`config.mk`:
```
export PLATFORM = sky130hd
export DESIGN_NAME = sync_fifo_param_flat
export DESIGN_NICKNAME = d
export VERILOG_FILES = /design/src/rtl/fifo_pkg.sv /design/src/rtl/sync_fifo_param_if.sv /design/src/rtl/fifo_mem.sv /design/src/rtl/sync_fifo_param.sv /design/src/flat_wrapper.sv
export SDC_FILE = /design/constraint.sdc
export NUM_CORES = 1
export LEC_CHECK = 0
export ABC_AREA = 1
export CORE_UTILIZATION = 60
export CTS_CLUSTER_DIAMETER = 40
export DETAILED_ROUTE_END_ITERATION = 16
export PLACE_DENSITY = 0.8
export SKIP_LAST_GASP = 1
export SLEW_MARGIN = 20
export SYNTH_ARGS = -nofsm -noshare
export SYNTH_HDL_FRONTEND = slang
export SYNTH_SLANG_ARGS = --single-unit
```
`constraint.sdc`:
```
create_clock -name clk -period 2.76 [get_ports clk]
set_input_delay 0.414 -clock clk [delete_from_list [all_inputs] [get_ports clk]]
set_output_delay 0.414 -clock clk [all_outputs]
set_load 0.005 [all_outputs]
```
`src/rtl/fifo_pkg.sv`:
```
// Shared definitions for the single-clock FIFO: pointer width helper,
// occupancy threshold compare and read-mode constants.
package fifo_pkg;

    localparam int unsigned MODE_STD  = 0;
    localparam int unsigned MODE_FWFT = 1;

    // Pointer width carries one extra wrap bit above the address.
    function automatic int unsigned ptr_width(input int unsigned asize);
        return asize + 1;
    endfunction

    // Threshold test shared by almost-full (at_least=1) and almost-empty (at_least=0).
    function automatic logic occ_hit(input int unsigned occ,
                                     input int unsigned th,
                                     input logic        at_least);
        return at_least ? (occ >= th) : (occ <= th);
    endfunction

endpackage

```
`src/rtl/sync_fifo_param_if.sv`:
```
// Handshake bundle between a producer/consumer (master) and the FIFO (slave).
// Write side: winc, wdata, wfull, walmost_full. Read side: rinc, rdata,
// rempty, ralmost_empty. Status: count, overflow, underflow, clr_err.
interface sync_fifo_param_if #(
    parameter int unsigned DSIZE = 8,
    parameter int unsigned ASIZE = 4
) ();
    logic             winc;
    logic [DSIZE-1:0] wdata;
    logic             wfull;
    logic             walmost_full;
    logic             rinc;
    logic [DSIZE-1:0] rdata;
    logic             rempty;
    logic             ralmost_empty;
    logic [ASIZE:0]   count;
    logic             clr_err;
    logic             overflow;
    logic             underflow;

    modport master (
        output winc, wdata, rinc, clr_err,
        input  wfull, walmost_full, rdata, rempty, ralmost_empty,
               count, overflow, underflow
    );

    modport slave (
        input  winc, wdata, rinc, clr_err,
        output wfull, walmost_full, rdata, rempty, ralmost_empty,
               count, overflow, underflow
    );
endinterface

```
`src/rtl/fifo_mem.sv`:
```
// Storage array for the FIFO: synchronous write, asynchronous read.
// Ports: clk, we, waddr, wdata, raddr, rdata.
module fifo_mem #(
    parameter int unsigned DSIZE = 8,
    parameter int unsigned ASIZE = 4
) (
    input  logic             clk,
    input  logic             we,
    input  logic [ASIZE-1:0] waddr,
    input  logic [DSIZE-1:0] wdata,
    input  logic [ASIZE-1:0] raddr,
    output logic [DSIZE-1:0] rdata
);
    localparam int unsigned DEPTH = 1 << ASIZE;

    logic [DSIZE-1:0] mem [DEPTH];

    // Contents are intentionally not reset.
    always_ff @(posedge clk) begin
        if (we) mem[waddr] <= wdata;
    end

    assign rdata = mem[raddr];
endmodule

```
`src/rtl/sync_fifo_param.sv`:
```
// Single-clock parametrised FIFO with occupancy count, almost thresholds,
// sticky overflow/underflow and standard or first-word-fall-through read.
// Ports: clk, rst_n (synchronous, active-low), bus (slave side of
// sync_fifo_param_if carrying all handshake, data and status signals).
module sync_fifo_param
    import fifo_pkg::*;
#(
    parameter int unsigned DSIZE     = 8,
    parameter int unsigned ASIZE     = 4,
    parameter int unsigned AFULL_TH  = 14,
    parameter int unsigned AEMPTY_TH = 2,
    parameter int unsigned FWFT      = MODE_STD
) (
    input logic               clk,
    input logic               rst_n,
    sync_fifo_param_if.slave  bus
);
    localparam int unsigned PW = ptr_width(ASIZE);

    logic [PW-1:0]    wptr, rptr, wptr_nxt, rptr_nxt, cnt_nxt, count_q;
    logic             full_q, empty_q, afull_q, aempty_q, ovf_q, udf_q;
    logic             wr_ok, rd_ok;
    logic [DSIZE-1:0] mem_rdata;

    // Accept decisions use registered flags, so a same-cycle read never frees a full slot.
    assign wr_ok = bus.winc && !full_q && rst_n;
    assign rd_ok = bus.rinc && !empty_q && rst_n;

    // Next pointers and the occupancy they imply.
    always_comb begin
        wptr_nxt = wptr + PW'(wr_ok);
        rptr_nxt = rptr + PW'(rd_ok);
        cnt_nxt  = wptr_nxt - rptr_nxt;
    end

    // Pointer, flag and error registers; flags decode the next pointers.
    always_ff @(posedge clk) begin
        if (!rst_n) begin
            wptr     <= '0;
            rptr     <= '0;
            count_q  <= '0;
            full_q   <= 1'b0;
            empty_q  <= 1'b1;
            afull_q  <= occ_hit(0, AFULL_TH, 1'b1);
            aempty_q <= occ_hit(0, AEMPTY_TH, 1'b0);
            ovf_q    <= 1'b0;
            udf_q    <= 1'b0;
        end else begin
            wptr     <= wptr_nxt;
            rptr     <= rptr_nxt;
            count_q  <= cnt_nxt;
            full_q   <= (wptr_nxt[ASIZE] != rptr_nxt[ASIZE]) &&
                        (wptr_nxt[ASIZE-1:0] == rptr_nxt[ASIZE-1:0]);
            empty_q  <= (wptr_nxt == rptr_nxt);
            afull_q  <= occ_hit(32'(cnt_nxt), AFULL_TH, 1'b1);
            aempty_q <= occ_hit(32'(cnt_nxt), AEMPTY_TH, 1'b0);
            // A new error in the clearing cycle keeps the flag set.
            ovf_q    <= (bus.winc && full_q)  || (ovf_q && !bus.clr_err);
            udf_q    <= (bus.rinc && empty_q) || (udf_q && !bus.clr_err);
        end
    end

    fifo_mem #(
        .DSIZE (DSIZE),
        .ASIZE (ASIZE)
    ) u_mem (
        .clk   (clk),
        .we    (wr_ok),
        .waddr (wptr[ASIZE-1:0]),
        .wdata (bus.wdata),
        .raddr (rptr[ASIZE-1:0]),
        .rdata (mem_rdata)
    );

    // Read data path: head word shown directly in FWFT mode, registered otherwise.
    generate
        if (FWFT == MODE_FWFT) begin : g_fwft
            assign bus.rdata = mem_rdata;
        end else begin : g_std
            logic [DSIZE-1:0] rdata_q;
            always_ff @(posedge clk) begin
                if (!rst_n)     rdata_q <= '0;
                else if (rd_ok) rdata_q <= mem_rdata;
            end
            assign bus.rdata = rdata_q;
        end
    endgenerate

    assign bus.wfull         = full_q;
    assign bus.rempty        = empty_q;
    assign bus.walmost_full  = afull_q;
    assign bus.ralmost_empty = aempty_q;
    assign bus.count         = count_q;
    assign bus.overflow      = ovf_q;
    assign bus.underflow     = udf_q;
endmodule

```
`src/flat_wrapper.sv`:
```
// flat-port wrapper written by rule: the top's interface ports become plain ports
module sync_fifo_param_flat import fifo_pkg::*;
#(
    parameter int unsigned DSIZE     = 8,
    parameter int unsigned ASIZE     = 4,
    parameter int unsigned AFULL_TH  = 14,
    parameter int unsigned AEMPTY_TH = 2,
    parameter int unsigned FWFT      = MODE_STD
)
  (clk, rst_n, bus_winc, bus_wdata, bus_rinc, bus_clr_err, bus_wfull, bus_walmost_full, bus_rdata, bus_rempty, bus_ralmost_empty, bus_count, bus_overflow, bus_underflow);
  sync_fifo_param_if #(.DSIZE(DSIZE), .ASIZE(ASIZE)) bus_i ();
  input logic clk;
  input logic rst_n;
  input wire logic [$bits(bus_i.winc)-1:0] bus_winc;
  input wire logic [$bits(bus_i.wdata)-1:0] bus_wdata;
  input wire logic [$bits(bus_i.rinc)-1:0] bus_rinc;
  input wire logic [$bits(bus_i.clr_err)-1:0] bus_clr_err;
  output wire logic [$bits(bus_i.wfull)-1:0] bus_wfull;
  output wire logic [$bits(bus_i.walmost_full)-1:0] bus_walmost_full;
  output wire logic [$bits(bus_i.rdata)-1:0] bus_rdata;
  output wire logic [$bits(bus_i.rempty)-1:0] bus_rempty;
  output wire logic [$bits(bus_i.ralmost_empty)-1:0] bus_ralmost_empty;
  output wire logic [$bits(bus_i.count)-1:0] bus_count;
  output wire logic [$bits(bus_i.overflow)-1:0] bus_overflow;
  output wire logic [$bits(bus_i.underflow)-1:0] bus_underflow;
  assign bus_i.winc = bus_winc;
  assign bus_i.wdata = bus_wdata;
  assign bus_i.rinc = bus_rinc;
  assign bus_i.clr_err = bus_clr_err;
  assign bus_wfull = bus_i.wfull;
  assign bus_walmost_full = bus_i.walmost_full;
  assign bus_rdata = bus_i.rdata;
  assign bus_rempty = bus_i.rempty;
  assign bus_ralmost_empty = bus_i.ralmost_empty;
  assign bus_count = bus_i.count;
  assign bus_overflow = bus_i.overflow;
  assign bus_underflow = bus_i.underflow;
  sync_fifo_param #(.DSIZE(DSIZE), .ASIZE(ASIZE), .AFULL_TH(AFULL_TH), .AEMPTY_TH(AEMPTY_TH), .FWFT(FWFT)) u_core (.clk(clk), .rst_n(rst_n), .bus(bus_i));
endmodule
```
### After elaboration in Yosys (flattened, before gate mapping)

Memory sizes are Yosys's and may differ from the RTL's. A register that Yosys moved wholly into a read port is not among the register bits.
Index checks and enable logic that the tools add are counted.

* bits in writable memories: 128
* input bits: 13
* ROM bits: 0
* register bits after elaboration: 21
* latch bits: 0
* memories: 1

* muxes and demuxes: 2
* magnitude comparators: 2
* shift-type cells: 0
* reductions and logical operators: 15
* $add $sub $neg: 3
* equality and inequality tests: 3
* bitwise gates (word level): 0
* multipliers: 0
* divide/modulo/power cells: 0

Memory list
* u_core.u_mem.mem: words 16, width 8, rd ports 1, clocked after memory_dff 1, write ports 1, RTL line fifo_mem.sv:16 `logic [DSIZE-1:0] mem [DEPTH];`

Operator list (count)
* 5-bit by 1-bit adder with 5-bit output: 2
* 1-bit logical AND: 9
* 5-bit == test: 1
* 5-bit by 4-bit greater-or-equal comparator with 1-bit output (second input constant): 1
* 5-bit by 2-bit <= comparator with 1-bit output (second input constant): 1
* 5-bit subtractor: 1
* 4-bit == test: 1
* 1-bit zero test: 4
* 1-bit logical OR: 2
* 1-bit two-way mux: 2
* 1-bit inequality test: 1

### Longest topological paths before layout

Gate-level depths: netlist of run 1.

* word-level depth: 6
* gate-level depth with buffers: 18
* depth with buffers taken out: 17

### Cells and area by module

A second synthesis of run 1 with hierarchy kept.

* cell total of the unflattened synthesis: 746
* area total of the unflattened synthesis: 7070.5 um^2

Modules (own cells, without submodules)
* fifo_mem: times used 1, area each 5606.6 um^2, cells an instance 543
* sync_fifo_param: times used 1, area each 1463.9 um^2, cells an instance 203

### Worst setup path after synthesis of run 1

Ideal clock, no wire load.

* path type: input port to flip-flop
* from: in bus_rinc
* to: reg u_core.aempty_q, in the netlist u_core.bus.ralmost_empty
* path slack: 357 ps
* path buffers: 1
* arrival time: 2292 ps
* stages on the path: 18
* data required time: 2648 ps
* cells stage by stage: nand2_1 nor2_1 clkbuf_1 ha_1 ha_1 inv_1 nand3_1 nand2_1 inv_1 ha_1 nor2_1 nor2_2 nand2_2 nand2_1 nand2_1 nand3_2 nand2_1 nor2_1

* longest elaborated chain between the ends: 5

RTL lines
* from (decl): RTL line flat_wrapper.sv:16 `input wire logic [$bits(bus_i.rinc)-1:0] bus_rinc;`
* 1-bit logical AND (2 in series): RTL line sync_fifo_param.sv:27 `assign rd_ok = bus.rinc && !empty_q && rst_n;`
* via u_core.rd_ok: RTL line sync_fifo_param.sv:22 `logic wr_ok, rd_ok;`
* 5-bit by 1-bit adder with 5-bit output: RTL line sync_fifo_param.sv:32 `rptr_nxt = rptr + PW'(rd_ok);`
* 5-bit subtractor: RTL line sync_fifo_param.sv:33 `cnt_nxt = wptr_nxt - rptr_nxt;`
* 5-bit by 2-bit <= comparator with 1-bit output: RTL line fifo_pkg.sv:17 `return at_least ? (occ >= th) : (occ <= th);`
* to (signal assigned): RTL line sync_fifo_param.sv:45 `aempty_q <= occ_hit(0, AEMPTY_TH, 1'b0);`
* to (signal assigned): RTL line sync_fifo_param.sv:56 `aempty_q <= occ_hit(32'(cnt_nxt), AEMPTY_TH, 1'b0);`
* to (decl): RTL line sync_fifo_param.sv:21 `logic full_q, empty_q, afull_q, aempty_q, ovf_q, udf_q;`

The timed path passes the listed nets, and every way through them passes these cells.
A chain may end at the register's enable or synchronous reset.

### Worst setup path after layout of run 1

* from: in rst_n
* to: reg u_core.aempty_q, in the netlist u_core.bus.ralmost_empty

* longest elaborated chain between the ends: 4

RTL lines
* from (decl): RTL line flat_wrapper.sv:13 `input logic rst_n;`
* 1-bit logical AND, on equally long branches: RTL line sync_fifo_param.sv:26, sync_fifo_param.sv:27
* 5-bit by 1-bit adder with 5-bit output, on equally long branches: RTL line sync_fifo_param.sv:31, sync_fifo_param.sv:32
* 5-bit subtractor: RTL line sync_fifo_param.sv:33
* 5-bit by 2-bit <= comparator with 1-bit output: RTL line fifo_pkg.sv:17

Parallel ways exist; a longest one is shown, timed or not.

==> metrics.log, run 1 <==
INFO  metric run_status = finished, final reports clean
INFO  metric max-clock-path-buffers = 2
INFO  metric critical_path_arrival = 2.73 ns
INFO  metric fmax = 433 MHz
INFO  metric initial_antenna_violation_count = 0
INFO  metric finalWeightedCongestion = 0.842
INFO  metric fin_worst_skew = 0.0177 ns
INFO  metric worst_skew_pair.late_latency = 0.54 ns
INFO  metric worst_ir_drop_vdd = 0.464 mV
INFO  metric cts_setup_buffers = 0
INFO  metric final_standard_cell_count_with_taps_included_and_fillers_excluded = 779
INFO  metric numPlacedInstances = 747
INFO  metric grt_pass1_vias = 4,500
INFO  metric mappedNetlistArea = 6530 µm²
INFO  metric drc = 0
INFO  metric most_frequent_cp_cell = sky130_fd_sc_hd__nand2_1
INFO  metric initial_core_util = 62.7%
INFO  metric start_to_end_type_of_the_worst_setup_path = input port to flop
INFO  metric setup_violations = 0
INFO  metric io_buffer_count = 31
INFO  metric dr_wl_met2 = 7180 µm
INFO  metric cts-resized-gates = 0
INFO  metric cts-htree-levels = 4
INFO  metric hold_violations = 0
INFO  metric design.die.area = 11,300 µm²
INFO  metric route.detailed.wl_per_inst = 18.8 µm
INFO  metric cts_tree = built
INFO  metric ys_seq_elements = 157
INFO  metric drive_gt1_share = 13.1%
INFO  metric dr.pass1.iters = 6
INFO  metric drt.antenna.violating_nets = 0
INFO  metric top_layer_used = met4
INFO  metric die_h = 106 µm
INFO  metric cts-buffers-inserted = 17
INFO  metric clkSinkCount = 157
INFO  metric die_w = 106 µm
INFO  metric path_clk_slew = 0.06 ns
INFO  metric detailed_place_hpwl = 8940 µm
INFO  metric critical_path.slowest_cell = sky130_fd_sc_hd__clkdlybuf4s50_1
INFO  metric post_cts_hold_buffer_count = 0
INFO  metric rsz0062_at_grt = false
INFO  metric nNetsFinal = 652
INFO  metric met1Wirelength = 5580 µm
INFO  metric slew_headroom = 58.4%
INFO  metric detail_route.iter0.violations = 534
INFO  metric hold_crit_class = flop to flop
INFO  metric coreArea = 10,400 µm²
INFO  metric met3_wl = 1340 µm
INFO  metric worst-path-max-fanout = 6
INFO  metric io-pin-count = 32
INFO  metric cts-root-buf = sky130_fd_sc_hd__clkbuf_8
INFO  metric synth_warnings = 0
INFO  metric cp-end-kind = flop
INFO  metric detail_route.wirelength = 14,600 µm
INFO  metric groute.usage.overall = 28.0%
INFO  metric final_critical_path_setup_slack = 0.453 ns
INFO  metric cellPowerDensity = 686 nW/µm²
INFO  metric pin_count_of_the_biggest_net_entering_global_routing = 65
INFO  metric num_vias = 4,727
INFO  metric globalRouteOverflowTotal = 0
INFO  metric timing.final.crit_period = 2.31 ns
INFO  metric timing.final.max_slew_violations = 0
INFO  metric power.static_leakage = 2.85 nW
INFO  metric timing.final.crit_share = 83.6%
INFO  metric synth_seq_area_share = 67.8%
INFO  metric cap_viol_max_count = 0
INFO  metric max_stage_delay = 0.53 ns
INFO  metric worst-slew-pin-transition = 0.625 ns
INFO  metric cp_cell_sequence = clkdlybuf4s50_1, nand2_1, nor2_1, ha_1, inv_1, nand2_1, nand3_1, nand2_1, inv_1, ha_1, nor2_1, nor2_2, nand2_2, nand2_1, nand2_1, nand3_2, nand2_1, nor2_1
INFO  metric rows = 37
INFO  metric dp_slack = -0.0218 ns
INFO  metric diodes_inserted = 0
INFO  metric area_delta_synth_final = 17.2%
INFO  metric syn-instance-count = 582
INFO  metric postSynthNetCount = 604
INFO  metric ys_types = 31
INFO  metric post_drt_via_cell_ratio = 6.07
INFO  metric critPathRequiredTime = 3.19 ns
INFO  metric grt_first_pass_wirelength = 23,200 µm
INFO  metric postSynthAreaPerCell = 11.2 µm²
INFO  metric kind_of_start_point_of_the_critical_path = input port
[cell families after synthesis]
kind of cell / Yosys count / synth area share (%)
buffers and inverters: 72 / 4.95
xor gates and xnor gates: 2 / 0.268
AOI/OAI and AO/OA: 119 / 11.0
and+or+nand+nor: 223 / 14.3
DFF: 157 / 67.8
adders and majority gates: 9 / 1.73
[final cells by class]
cell class                      count  area (µm²)
Clock buffer                       23         468
Tap cell                          136         170
Timing Repair Buffer               59         533
Multi-Input combinational cell    353        1780
Inverter                           42         160
Clock inverter                      9         110
Fill cell                         692        2770
Sequential cell                   157        4430
[registers in the layout, indices dropped and copies added (netlist names)]
| signal | flops |
|---|---|
| u_core.bus.rdata | 8 |
| u_core.bus.overflow | 1 |
| u_core.bus.rempty | 1 |
| u_core.wptr | 5 |
| u_core.bus.wfull | 1 |
| u_core.bus.count | 5 |
| u_core.bus.ralmost_empty | 1 |
| u_core.bus.underflow | 1 |
| u_core.rptr | 5 |
| u_core.u_mem.mem | 128 |
| u_core.bus.walmost_full | 1 |
[layout by cell type, fill, tap and decap left out, types with 2 or more instances in the layout]
cell / netlist / final
sky130_fd_sc_hd__edfxtp_1: 128 / 128
sky130_fd_sc_hd__nand2_1: 63 / 63
sky130_fd_sc_hd__inv_2: 8 / 8
sky130_fd_sc_hd__ha_1: 9 / 9
sky130_fd_sc_hd__o21ai_0: 66 / 66
sky130_fd_sc_hd__clkinv_2: 0 / 3
sky130_fd_sc_hd__nor3_1: 2 / 2
sky130_fd_sc_hd__a21oi_1: 3 / 3
sky130_fd_sc_hd__o221ai_1: 11 / 11
sky130_fd_sc_hd__clkbuf_8: 0 / 2
sky130_fd_sc_hd__clkbuf_16: 0 / 17
sky130_fd_sc_hd__inv_6: 0 / 2
sky130_fd_sc_hd__clkbuf_1: 14 / 4
sky130_fd_sc_hd__buf_4: 2 / 27
sky130_fd_sc_hd__nor2_1: 111 / 111
sky130_fd_sc_hd__bufinv_16: 0 / 2
sky130_fd_sc_hd__nand3_1: 27 / 27
sky130_fd_sc_hd__a22oi_1: 2 / 2
sky130_fd_sc_hd__nand4_1: 3 / 3
sky130_fd_sc_hd__clkdlybuf4s50_1: 0 / 31
sky130_fd_sc_hd__nor2_2: 2 / 2
sky130_fd_sc_hd__nand3_2: 2 / 2
sky130_fd_sc_hd__dfxtp_1: 29 / 28
sky130_fd_sc_hd__inv_1: 33 / 33
sky130_fd_sc_hd__nand2_2: 13 / 13
sky130_fd_sc_hd__o211ai_1: 21 / 21
sky130_fd_sc_hd__clkinv_4: 0 / 2
sky130_fd_sc_hd__o22ai_1: 12 / 12
[worst paths after layout]
| path | startpoint | end | slack, ns | depth (start not counted) |
|---|---|---|---|---|
| worst max-delay path | rst_n | u_core.bus.ralmost_empty | 0.45 | 18 |
| worst min-delay path | u_core.bus.underflow | u_core.bus.underflow | 0.50 | 2 |
| worst max register to register | u_core.bus.rempty | u_core.bus.ralmost_empty | 0.57 | 16 |
| worst min register to register | u_core.bus.underflow | u_core.bus.underflow | 0.50 | 2 |
[layer usage]
| layer | global-route usage [%] | vias to the layer above |
|---|---|---|
| li1 | - | 2150 |
| met2 | 45.6 | 303 |
| met4 | 13.7 | 0 |
| met3 | 5.89 | 57 |
| met1 | 35.6 | 2217 |
| met5 | 0 | - |
[through the flow]
stage | TNS [ns] | instance area, µm² | utilization [%] | hold slack (ns) | power, W
2_1_floorplan | 0 | 6530 | - | 0.485 | 0.00286
6_report | 0 | 7650 | 73.4 | 0.501 | 0.00524
3_5_place_dp | -0.0218 | 7070 | 67.9 | 0.493 | 0.00302
3_3_place_gp | 0 | 7070 | 67.9 | 0.483 | 0.00301
4_1_cts | 0 | 7650 | 73.4 | 0.508 | 0.00526
5_1_grt | 0 | 7650 | 73.4 | 0.531 | 0.00540
[worst max-delay path: cells and delay by family]
| kind | cells | cell delay [ns] |
|---|---|---|
| AND/OR/NAND/NOR | 13 | 1.07 |
| buffers and inverters | 3 | 0.69 |
| adder cells (fa/ha/maj) | 2 | 0.55 |
[synth_stat cells]
cell type | instances | area, µm²
sky130_fd_sc_hd__xor2_1 | 1 | 8.76
sky130_fd_sc_hd__nand2_1 | 63 | 236
sky130_fd_sc_hd__inv_4 | 1 | 6.26
sky130_fd_sc_hd__o221ai_1 | 11 | 96.3
sky130_fd_sc_hd__dfxtp_1 | 29 | 581
sky130_fd_sc_hd__a22oi_1 | 2 | 15.0
sky130_fd_sc_hd__clkbuf_2 | 2 | 10.0
sky130_fd_sc_hd__buf_2 | 8 | 40.0
sky130_fd_sc_hd__nand3_1 | 27 | 135
sky130_fd_sc_hd__a31o_1 | 1 | 8.76
sky130_fd_sc_hd__o211ai_1 | 21 | 158
sky130_fd_sc_hd__a21oi_1 | 3 | 15.0
sky130_fd_sc_hd__nor3_1 | 2 | 10.0
sky130_fd_sc_hd__inv_1 | 33 | 124
sky130_fd_sc_hd__edfxtp_1 | 128 | 3840
sky130_fd_sc_hd__xnor2_1 | 1 | 8.76
sky130_fd_sc_hd__nand3_2 | 2 | 20.0
sky130_fd_sc_hd__nor2_1 | 111 | 417
sky130_fd_sc_hd__nor2_2 | 2 | 12.5
sky130_fd_sc_hd__o21ai_0 | 66 | 330
sky130_fd_sc_hd__inv_2 | 8 | 30.0
sky130_fd_sc_hd__nand4_1 | 3 | 18.8
sky130_fd_sc_hd__o21bai_1 | 1 | 7.51
sky130_fd_sc_hd__buf_4 | 2 | 15.0
sky130_fd_sc_hd__o22ai_1 | 12 | 75.1
sky130_fd_sc_hd__a21oi_2 | 1 | 8.76
sky130_fd_sc_hd__ha_1 | 9 | 113
sky130_fd_sc_hd__buf_6 | 4 | 45.0
sky130_fd_sc_hd__nand2_2 | 13 | 81.3
sky130_fd_sc_hd__clkbuf_1 | 14 | 52.6
sky130_fd_sc_hd__o21ai_1 | 1 | 5.00
[where the power goes]
part	total (W)	leakage (nW)	internal (W)	switching, W
registers	0.00262	1.39	0.00260	0.0000200
clock network	0.00226	0.286	0.00137	0.000894
logic	0.000355	1.17	0.000149	0.000206
Note: power is estimated with default switching activity, not from simulation.
==> inputs of run 2 (changes only) <==
- clock period: 2.76 -> 2.2 ns (I/O delays scaled with it)
==> run 2 against run 1 <==
Effect of this change:
- die area unchanged
- count of clock-buffer cells in the layout down 5
- global-route usage about the same
- critical path depth down 2
- flip-flop and latch count unchanged
- combinational power up 30%
- critical path type is now flop to flop
==> metrics.log, run 2 (same netlist as run 1, synthesis figures left out) <==
INFO  metric cp_cell_sequence = nor2_4, ha_2, ha_2, inv_1, nand3_1, nand2_1, inv_1, ha_1, nor2_1, nor2_2, nand2_2, nand2_1, nand2_1, nand3_2, nand2_1, nor2_1
INFO  metric hold_path.startpoint = bus_rinc
INFO  metric fin_worst_skew = 0.00755 ns (-0.0102 ns)
INFO  metric coreArea = 10,400 µm² (unchanged)
INFO  metric route.detailed.wl_per_inst = 18.6 µm (-0.89%)
INFO  metric largest-register = u_core.u_mem.mem
INFO  metric cap_viol_max_count = 0 (unchanged)
INFO  metric initial_core_util = 62.7% (unchanged)
INFO  metric max_stage_delay = 0.34 ns (-0.19 ns)
INFO  metric grt_first_pass_wirelength = 22,900 µm (-1.4%)
INFO  metric rrSetupSlack = 0.09 ns (-0.48 ns)
INFO  metric drive_gt1_share = 15.9% (+2.8 points)
INFO  metric pin_count_of_the_biggest_net_entering_global_routing = 45 (-31%)
INFO  metric placed_area = 7160 µm² (+1.3%)
INFO  metric finalWeightedCongestion = 0.899 (+6.7%)
INFO  metric setup-tns-final = 0 ns (unchanged)
INFO  metric most-common-layout-cells = sky130_fd_sc_hd__edfxtp_1 (128), sky130_fd_sc_hd__nor2_1 (109), sky130_fd_sc_hd__o21ai_0 (66), sky130_fd_sc_hd__nand2_1 (62), sky130_fd_sc_hd__buf_4 (37)
INFO  metric switching_share = 22.9% (+1.5 points)
INFO  metric largest_register_ffs = 128 (unchanged)
INFO  metric die_w = 106 µm (unchanged)
INFO  metric max-clock-path-buffers = 2 (unchanged)
INFO  metric post_drt_via_cell_ratio = 5.89 (-2.9%)
INFO  metric timing.final.crit_share = 96.1%
INFO  metric initial_antenna_violation_count = 0 (unchanged)
INFO  metric most_frequent_cp_cell = sky130_fd_sc_hd__nand2_1
INFO  metric dr.pass1.iters = 5 (-1)
INFO  metric kind_of_start_point_of_the_critical_path = flop
INFO  metric comb_power_share = 7.1% (+0.3 points)
INFO  metric timing.critical_path.from = u_core.bus.rempty
INFO  metric io_buffer_count = 31 (unchanged)
INFO  metric cts-buffers-inserted = 17 (unchanged)
INFO  metric clkSinkCount = 157 (unchanged)
INFO  metric critical_path.slowest_cell = sky130_fd_sc_hd__dfxtp_2
INFO  metric finalInstanceArea = 7750 µm² (+1.4%)
INFO  metric net-switching-power = 0.00148 W (+32%)
INFO  metric cts-root-buf = sky130_fd_sc_hd__clkbuf_8
INFO  metric final_standard_cell_count_with_taps_included_and_fillers_excluded = 790 (+1.4%)
INFO  metric detail_route.wirelength = 14,700 µm (+0.51%)
INFO  metric timing.final.max_slew_violations = 0 (unchanged)
INFO  metric die_h = 106 µm (unchanged)
INFO  metric worst_r2r_startpoint = u_core.bus.rempty
INFO  metric path_clk_slew = 0.06 ns (about the same)
INFO  metric power.static_leakage = 2.89 nW (+1.6%)
INFO  metric p_clk_share = 41.8% (-1.4 points)
INFO  metric area_delta_synth_final = 18.8%
INFO  metric worst-path-max-fanout = 3 (-3)
INFO  metric seq_power_share = 51.1% (+1.0 points)
INFO  metric worst-slew-pin-transition = 0.584 ns (-0.0404 ns)
INFO  metric slew_headroom = 60.9% (+2.6 points)
INFO  metric drc = 0 (unchanged)
INFO  metric internal-power = 0.00498 W (+21%)
INFO  metric run_status = finished, final reports clean
INFO  metric grt_pass1_vias = 4,562 (+1.4%)
INFO  metric detail_route.iter0.violations = 510 (-4.5%)
INFO  metric cellPowerDensity = 833 nW/µm² (+22%)
INFO  metric worst_ir_drop_vdd = 0.636 mV (+37%)
INFO  metric fmax = 473 MHz
INFO  metric setup_violations = 0 (unchanged)
INFO  metric worst_skew_pair.late_latency = 0.53 ns (about the same)
INFO  metric start_to_end_type_of_the_worst_setup_path = flop to flop
INFO  metric critical_path_arrival = 2.55 ns (-0.18 ns)
INFO  metric final_common_cell = sky130_fd_sc_hd__edfxtp_1
INFO  metric cts-htree-levels = 4 (unchanged)
INFO  metric post_cts_hold_buffer_count = 0 (unchanged)
INFO  metric rows = 37 (unchanged)
INFO  metric cts_setup_buffers = 0 (unchanged)
INFO  metric critPathRequiredTime = 2.63 ns (-0.56 ns)
INFO  metric numPlacedInstances = 758 (+1.5%)
INFO  metric globalRouteOverflowTotal = 0 (unchanged)
INFO  metric cp-end-kind = flop
INFO  metric num_vias = 4,657 (-1.5%)
INFO  metric timing.final.crit_period = 2.11 ns
INFO  metric design.die.area = 11,300 µm² (unchanged)
INFO  metric hold_violations = 0 (unchanged)
INFO  metric groute.usage.overall = 28.0% (+0.028 points)
INFO  metric diodes_inserted = 0 (unchanged)
INFO  metric cts_tree = built
INFO  metric io-pin-count = 32 (unchanged)
INFO  metric detailed_place_hpwl = 9230 µm (+3.2%)
INFO  metric hold_crit_class = input port to flop
INFO  metric nNetsFinal = 663 (+1.7%)
INFO  metric drt.antenna.violating_nets = 0 (unchanged)
==> run 2: cell types whose count changed in the layout (fill, tap and decap cells not counted), moves of 2 or more <==
cell | previous run | this run
sky130_fd_sc_hd__nor2_4 | 0 | 2
sky130_fd_sc_hd__ha_2 | 0 | 2
sky130_fd_sc_hd__inv_6 | 2 | 7
sky130_fd_sc_hd__nor2_1 | 111 | 109
sky130_fd_sc_hd__ha_1 | 9 | 6
sky130_fd_sc_hd__clkdlybuf4s50_1 | 31 | 29
sky130_fd_sc_hd__dlymetal6s2s_1 | 0 | 2
sky130_fd_sc_hd__buf_4 | 27 | 37
sky130_fd_sc_hd__clkbuf_1 | 4 | 1
sky130_fd_sc_hd__clkinv_2 | 3 | 1
==> run 2: stage by stage <==
stage	util (%)	worst slack, ns	hold WS [ns]	power [W]
after global placement	68.8	-0.395	0.494	0.00379
final	74.4	0.0856	0.122	0.00646
after global routing	74.4	-0.0176	0.127	0.00664
after floorplan	-	0.00180	0.429	0.00359
after detailed placement	68.8	-0.519	0.509	0.00381
after CTS	74.0	0.0332	0.456	0.00647
==> run 2: final timing paths <==
check,to,cells past startpoint
hold / removal,u_core.bus.underflow,3
setup / recovery,u_core.bus.ralmost_empty,16
hold reg to reg,u_core.bus.overflow,2
setup reg to reg,u_core.bus.ralmost_empty,16
==> run 2: what timing repair did <==
item | CTS | global route
hold endpoints to repair | 0 | 0
setup endpoints to repair | 0 | 4
gates resized for setup | 0 | 12
==> run 2: final cells by class <==
class	instances	area, µm²
clock buffers	18	418
flip-flops and latches	157	4430
multi-input cells	353	1820
inverters	42	160
clock inverters	14	130
fillers	651	2660
repair buffers	70	633
well taps	136	170
==> run 2: routing by layer <==
| metal | up-vias | GRT usage (%) | routed length, µm |
|---|---|---|---|
| met1 | 2233 | 34.8 | 5570 |
| met2 | 231 | 46.8 | 7620 |
| met3 | 26 | 6.81 | 1270 |
| li1 | 2167 | - | - |
| met5 | - | 0 | 0 |
| met4 | 0 | 11.8 | 248 |
==> run 2: worst max-delay path: cells and delay by family, from the launching register on <==
| family | cells | cell delay [ns] |
|---|---|---|
| AND/OR/NAND/NOR | 11 | 0.86 |
| flip-flops | 1 | 0.34 |
| adder cells (fa/ha/maj) | 3 | 0.67 |
| buffers and inverters | 2 | 0.15 |
==> run 2: power by group through the flow <==
stage / registers [W] / logic, W / clock network (W)
3_5_place_dp: 0.00336 / 0.000451 / 0
2_1_floorplan: 0.00336 / 0.000234 / 0
3_3_place_gp: 0.00336 / 0.000436 / 0
4_1_cts: 0.00330 / 0.000456 / 0.00272
6_report: 0.00330 / 0.000461 / 0.00270
5_1_grt: 0.00330 / 0.000507 / 0.00283
